$ cat src/rtl/rvga_mem_arbiter_pkg.sv
// Shared types for the L1-to-DDR memory arbiter: word/line types, FSM states
// and requester identities.
package rvga_mem_arbiter_pkg;

    localparam int LINE_BITS = 256;
    localparam int WDOG_BITS = 16;

    typedef logic [31:0]          rvga_word;
    typedef logic [LINE_BITS-1:0] rvga_cacheline;

    typedef enum logic [1:0] {
        IDLE = 2'd0,
        WAIT = 2'd1,
        RESP = 2'd2
    } rvga_arb_state_e;

    typedef enum logic {
        ICACHE = 1'b0,
        DCACHE = 1'b1
    } rvga_arb_owner_e;

endpackage

$ cat src/rtl/rvga_arb_watchdog.sv
// DDR response watchdog: counts stalled WAIT cycles and raises a sticky flag
// once the count reaches TIMEOUT_CYCLES. Never aborts the transaction.
module rvga_arb_watchdog
    import rvga_mem_arbiter_pkg::*;
#(
    parameter int TIMEOUT_CYCLES = 1023
) (
    input  logic clk,
    input  logic rst,
    input  logic en_i,
    input  logic clr_i,
    output logic timeout_o
);

    localparam logic [WDOG_BITS-1:0] LIMIT_M1 = 16'(TIMEOUT_CYCLES - 1);

    logic [WDOG_BITS-1:0] count_q, count_d;
    logic                 flag_q, flag_d;

    // Flag sets on the same edge the counter reaches the limit; counter saturates.
    always_comb begin
        count_d = count_q;
        flag_d  = flag_q;
        if (clr_i) begin
            count_d = '0;
        end else if (en_i) begin
            if (count_q != '1) begin
                count_d = count_q + 1'b1;
            end
            if (count_q == LIMIT_M1) begin
                flag_d = 1'b1;
            end
        end
    end

    always_ff @(posedge clk) begin
        if (rst) begin
            count_q <= '0;
            flag_q  <= 1'b0;
        end else begin
            count_q <= count_d;
            flag_q  <= flag_d;
        end
    end

    assign timeout_o = flag_q;

endmodule

$ cat src/rtl/rvga_mem_arbiter.sv
// Round-robin arbiter serialising icache and dcache line transactions onto a
// single DDR line port; all outputs come from registers or the FSM state.
module rvga_mem_arbiter
    import rvga_mem_arbiter_pkg::*;
#(
    parameter int TIMEOUT_CYCLES = 1023
) (
    input  logic                 clk,
    input  logic                 rst,
    input  logic [31:0]          icache_iddr_addr,
    input  logic                 icache_iddr_read,
    output logic [LINE_BITS-1:0] iddr_icache_rdata,
    output logic                 iddr_icache_resp,
    input  logic [31:0]          dcache_dddr_addr,
    input  logic                 dcache_dddr_read,
    input  logic                 dcache_dddr_write,
    input  logic [LINE_BITS-1:0] dcache_dddr_wdata,
    output logic [LINE_BITS-1:0] dddr_dcache_rdata,
    output logic                 dddr_dcache_resp,
    output logic [31:0]          arb_ddr_addr,
    output logic                 arb_ddr_read,
    output logic                 arb_ddr_write,
    output logic [LINE_BITS-1:0] arb_ddr_wdata,
    input  logic [LINE_BITS-1:0] ddr_arb_rdata,
    input  logic                 ddr_arb_resp,
    output logic                 arb_timeout
);

    rvga_arb_state_e state_q, state_d;
    rvga_arb_owner_e owner_q, owner_d, last_grant_q, last_grant_d, grant_owner;
    rvga_word        addr_q, addr_d;
    logic            write_q, write_d;
    rvga_cacheline   wdata_q, wdata_d;
    rvga_cacheline   irdata_q, irdata_d, drdata_q, drdata_d;
    logic            i_req, d_req, grant;
    logic            wd_en, wd_clr;

    assign i_req = icache_iddr_read;
    assign d_req = dcache_dddr_read | dcache_dddr_write;
    // On a tie the requester that did not win last time is served.
    assign grant_owner = (d_req && (!i_req || last_grant_q == ICACHE)) ? DCACHE : ICACHE;
    assign grant = (state_q == IDLE) && (i_req || d_req);

    always_ff @(posedge clk) begin
        if (rst) begin
            state_q <= IDLE;
        end else begin
            state_q <= state_d;
        end
    end

    always_comb begin
        state_d = state_q;
        case (state_q)
            IDLE:    if (i_req || d_req) state_d = WAIT;
            WAIT:    if (ddr_arb_resp)   state_d = RESP;
            RESP:    state_d = IDLE;
            default: state_d = IDLE;
        endcase
    end

    always_comb begin
        arb_ddr_read     = (state_q == WAIT) && !write_q;
        arb_ddr_write    = (state_q == WAIT) && write_q;
        iddr_icache_resp = (state_q == RESP) && (owner_q == ICACHE);
        dddr_dcache_resp = (state_q == RESP) && (owner_q == DCACHE);
        wd_en            = (state_q == WAIT) && !ddr_arb_resp;
        wd_clr           = grant;
    end

    // Transaction capture at grant; a simultaneous dcache read+write is a writeback.
    always_comb begin
        owner_d      = owner_q;
        last_grant_d = last_grant_q;
        addr_d       = addr_q;
        write_d      = write_q;
        wdata_d      = wdata_q;
        irdata_d     = irdata_q;
        drdata_d     = drdata_q;
        if (grant) begin
            owner_d      = grant_owner;
            last_grant_d = grant_owner;
            addr_d       = (grant_owner == DCACHE) ? dcache_dddr_addr : icache_iddr_addr;
            write_d      = (grant_owner == DCACHE) && dcache_dddr_write;
            if ((grant_owner == DCACHE) && dcache_dddr_write) begin
                wdata_d = dcache_dddr_wdata;
            end
        end
        if ((state_q == WAIT) && ddr_arb_resp && !write_q) begin
            if (owner_q == ICACHE) begin
                irdata_d = ddr_arb_rdata;
            end else begin
                drdata_d = ddr_arb_rdata;
            end
        end
    end

    always_ff @(posedge clk) begin
        if (rst) begin
            owner_q      <= ICACHE;
            last_grant_q <= DCACHE;
            addr_q       <= '0;
            write_q      <= 1'b0;
            wdata_q      <= '0;
            irdata_q     <= '0;
            drdata_q     <= '0;
        end else begin
            owner_q      <= owner_d;
            last_grant_q <= last_grant_d;
            addr_q       <= addr_d;
            write_q      <= write_d;
            wdata_q      <= wdata_d;
            irdata_q     <= irdata_d;
            drdata_q     <= drdata_d;
        end
    end

    assign arb_ddr_addr      = addr_q;
    assign arb_ddr_wdata     = wdata_q;
    assign iddr_icache_rdata = irdata_q;
    assign dddr_dcache_rdata = drdata_q;

    rvga_arb_watchdog #(
        .TIMEOUT_CYCLES(TIMEOUT_CYCLES)
    ) u_watchdog (
        .clk       (clk),
        .rst       (rst),
        .en_i      (wd_en),
        .clr_i     (wd_clr),
        .timeout_o (arb_timeout)
    );

endmodule
$ cat config.mk
export PLATFORM = sky130hd
export DESIGN_NAME = rvga_mem_arbiter
export DESIGN_NICKNAME = d
export VERILOG_FILES = /design/src/rtl/rvga_mem_arbiter_pkg.sv /design/src/rtl/rvga_arb_watchdog.sv /design/src/rtl/rvga_mem_arbiter.sv
export SDC_FILE = /design/constraint.sdc
export NUM_CORES = 2
export LEC_CHECK = 0
export CAP_MARGIN = 20
export CORE_AREA = 8 8 533 535
export CTS_BUF_LIST = sky130_fd_sc_hd__clkbuf_16
export CTS_CLUSTER_SIZE = 8
export DETAILED_ROUTE_END_ITERATION = 16
export DIE_AREA = 0 0 541 543
export PLACE_DENSITY = 0.33
export SYNTH_ARGS = -nofsm -noshare
export SYNTH_HDL_FRONTEND = slang
export SYNTH_SLANG_ARGS = --single-unit
export TNS_END_PERCENT = 1
$ cat constraint.sdc
create_clock -name clk -period 4.87 [get_ports clk]
set_input_delay 0.974 -clock clk [delete_from_list [all_inputs] [get_ports clk]]
set_output_delay 0.974 -clock clk [all_outputs]
set_load 0.1 [all_outputs]
==> reports/summary.txt <==
Top-count cell post-synth: nand2_1
Total grt overflow: 0
Post-Synthesis Cells: 3616
Total Routing Usage GR: 0.1517
Post-synth top area share: 0.5766
Yosys warns: 0
Fin Setup TNS: 0 ps
Postcts setup bufs: 0
CTS tree: yes
DRC errors left: 0
Full die area: 293800 um^2
Slew Limit Fails: 0
Initial core utilization: 0.1037
Post-route insts no fill: 8580
Synthesized cell area: 28540 um^2
Ranking of synthesized cells by area: dfxtp_1 (58%), nand2_1 (20%), a21oi_1 (14%)
Total clock buffers created by CTS: 122
Die height: 543 um
Yosys top cell by area: dfxtp_1
Arr. time, crit path: 2740 ps
Post-route minimum period: 3712 ps
CP Cell Sequence: nor3b_1 > clkdlybuf4s50_1
Layout area overhead: 73.69%
Grt met1 use: 0.1793
Largest net degree at the start of global routing: 131
Final hold vios: 0
Initial antenna violation count: 144
Required time of the critical path: 3900 ps
Mean Syn Cell Area: 7.893 um^2
Final WL: 236.1 mm
Yosys cell types: 38
Met2 Resource Use GR: 0.2420
Clock skew: 82.94 ps
Worst r2r path cells: 5
Pleak: 16.58 nW
Hold slack: 450.0 ps
Slew Limit Headroom: 0.2165
Via density: 3.574
Gr busiest metal: met2
Final ANT Viol Nets: 0
Ys flop type: dfxtp_1
Longest Clk Path Bufs: 4
Seq/Total Area, Yosys: 0.5766
Hold_buf cts: 0
Pwr dens: 391.0 nW/um^2
Post-CTS resize count: 0
Mapped Nets: 4200
Vias in the first global route: 30520
Hold depth: 2
Clk slew on worst S/H paths: 50 ps
Max stage delay on crit path: 1220 ps
HP Class: reg2reg
FF+latch count, synth: 822
DIE WIDTH: 541 um
TritonRoute pass-1 iters: 5
# rows: 193
Placed Cells: 8410
GP Congestion: 0.8563
Routed vias: 30670
CTS root buf: clkbuf_16
Post-route clock period utilization: 0.7623
Design Power: 0.01938 W
Clk_lat worst skew: 880 ps
Status: finished, final reports clean
Fraction of registers with async set/reset: 0
CTS H-tree lvls: 3
GR Util met3: 0.08928
First DRT Iteration DRCs: 1714
IO Port Bufs: 1386
Filler cell count: 30990
Clk sinks: 822
Final #Nets: 5511
Share of layout cells above drive strength 1: 0.08138
Top fanout value on the critical path: 8
# setup viols final: 0
Crit path launch type: register
WL per Instance: 27.52 um
Peak VDD IR: 0.2717 mV
Least-Margin Pin Slew: 1172 ps
Worst path slowest cell: clkdlybuf4s50_1
Post-synth EDFFs: 0
# IOs: 1387
Core area: 275300 um^2
First-pass GRT wire length: 304.2 mm
Fmax: 269.4 MHz
Crit. End Element: primary output
Max_cap viols: 0
Kind of critical path: reg2out
DP HPWL: 193.6 mm
Synth top cells by count: nand2_1 (1553), dfxtp_1 (822), a21oi_1 (783)
RSZ-0062 raised after global routing: no
## layer usage
| metal | routed length, um | part of all wire |
|---|---|---|
| met5 | 847 | 0.0036 |
| met2 | 103800 | 0.44 |
| met3 | 31460 | 0.13 |
| met4 | 4126 | 0.017 |
| met1 | 95860 | 0.41 |
## layout make-up
class	count	area [um^2]	share of cell area
antenna	21	52.55	0.001060
clock buffer	122	3053	0.06159
clock inverter	27	260.3	0.005250
inverter	2	7.507	0.0001514
multi-input combinational	2516	11050	0.2228
sequential	822	16460	0.3320
tap	3607	4513	0.09104
timing repair buffer	1463	14180	0.2861
## worst max-delay path: cells and delay by family (launching register included)
kind	cells	cell delay [ps]
AND/OR/NAND/NOR	1	240
flip-flops	1	470
buffers and inverters	1	1220
## through the flow
step                        util  setup slack (ps)  cell area [um^2]
after floorplan                -              1248             28540
after global placement    0.1674              1505             46090
after detailed placement  0.1678              1435             46210
after CTS                 0.1799              1025             49520
after global routing      0.1799             941.3             49520
final                     0.1801              1158             49570
## where the power goes
part / switching (W) / internal (W)
clock: 0.00338 / 0.00455
combinational: 0.00318 / 0.00109
sequential: 0.000170 / 0.00701
## flip-flops by register name, indices dropped and copies added, names as in the netlist
name and count:
owner_q 1, last_grant_q 1, u_watchdog.timeout_o 1, arb_ddr_addr 32, u_watchdog.count_q 16, iddr_icache_rdata 256, dddr_dcache_rdata 256, arb_ddr_wdata 256
state_q 2, write_q 1
## layout by cell type (no fill, tap or decap), types with 3 or more instances in the layout
| cell | netlist | final |
|---|---|---|
| clkdlybuf4s50_1 | 0 | 1205 |
| buf_4 | 0 | 196 |
| nand4_1 | 7 | 7 |
| or3_1 | 5 | 4 |
| nor3_1 | 8 | 7 |
| nor2_1 | 39 | 39 |
| o21ai_0 | 3 | 3 |
| buf_12 | 0 | 19 |
| bufinv_16 | 0 | 3 |
| clkbuf_16 | 0 | 122 |
| clkinv_1 | 0 | 4 |
| clkbuf_2 | 0 | 3 |
| buf_2 | 24 | 37 |
| a21oi_1 | 783 | 783 |
| nand3_1 | 4 | 3 |
| dfxtp_1 | 822 | 822 |
| o31ai_1 | 5 | 5 |
| mux2i_1 | 35 | 35 |
| nor4_1 | 5 | 5 |
| diode_2 | 0 | 21 |
| or4_1 | 6 | 6 |
| inv_1 | 2 | 14 |
| a211oi_1 | 32 | 32 |
| nand2b_1 | 5 | 5 |
| nand2_1 | 1553 | 1553 |
## cells by family (layout without fill, tap and decap cells)
kind of cell	Yosys count	count (layout)	synth area share
multiplexers	35	35	0.01228
AO/OA/AOI/OAI	830	830	0.1493
other	0	21	0
adder cells (fa/ha/maj)	2	2	0.0008767
buffers and inverters	278	1614	0.03814
AND/OR/NAND/NOR	1649	1649	0.2228
flip-flops	822	822	0.5766
## path summary, 6_finish.rpt
check                                               to              startpoint  slack, ps
worst min-delay path            dddr_dcache_rdata[181]  dddr_dcache_rdata[181]        450
worst max-delay path                  iddr_icache_resp              state_q[1]       1160
worst min register to register  dddr_dcache_rdata[181]  dddr_dcache_rdata[181]        450
worst max register to register   dddr_dcache_rdata[27]              state_q[0]       2370
No activity file was read; power rests on OpenSTA's default activity.
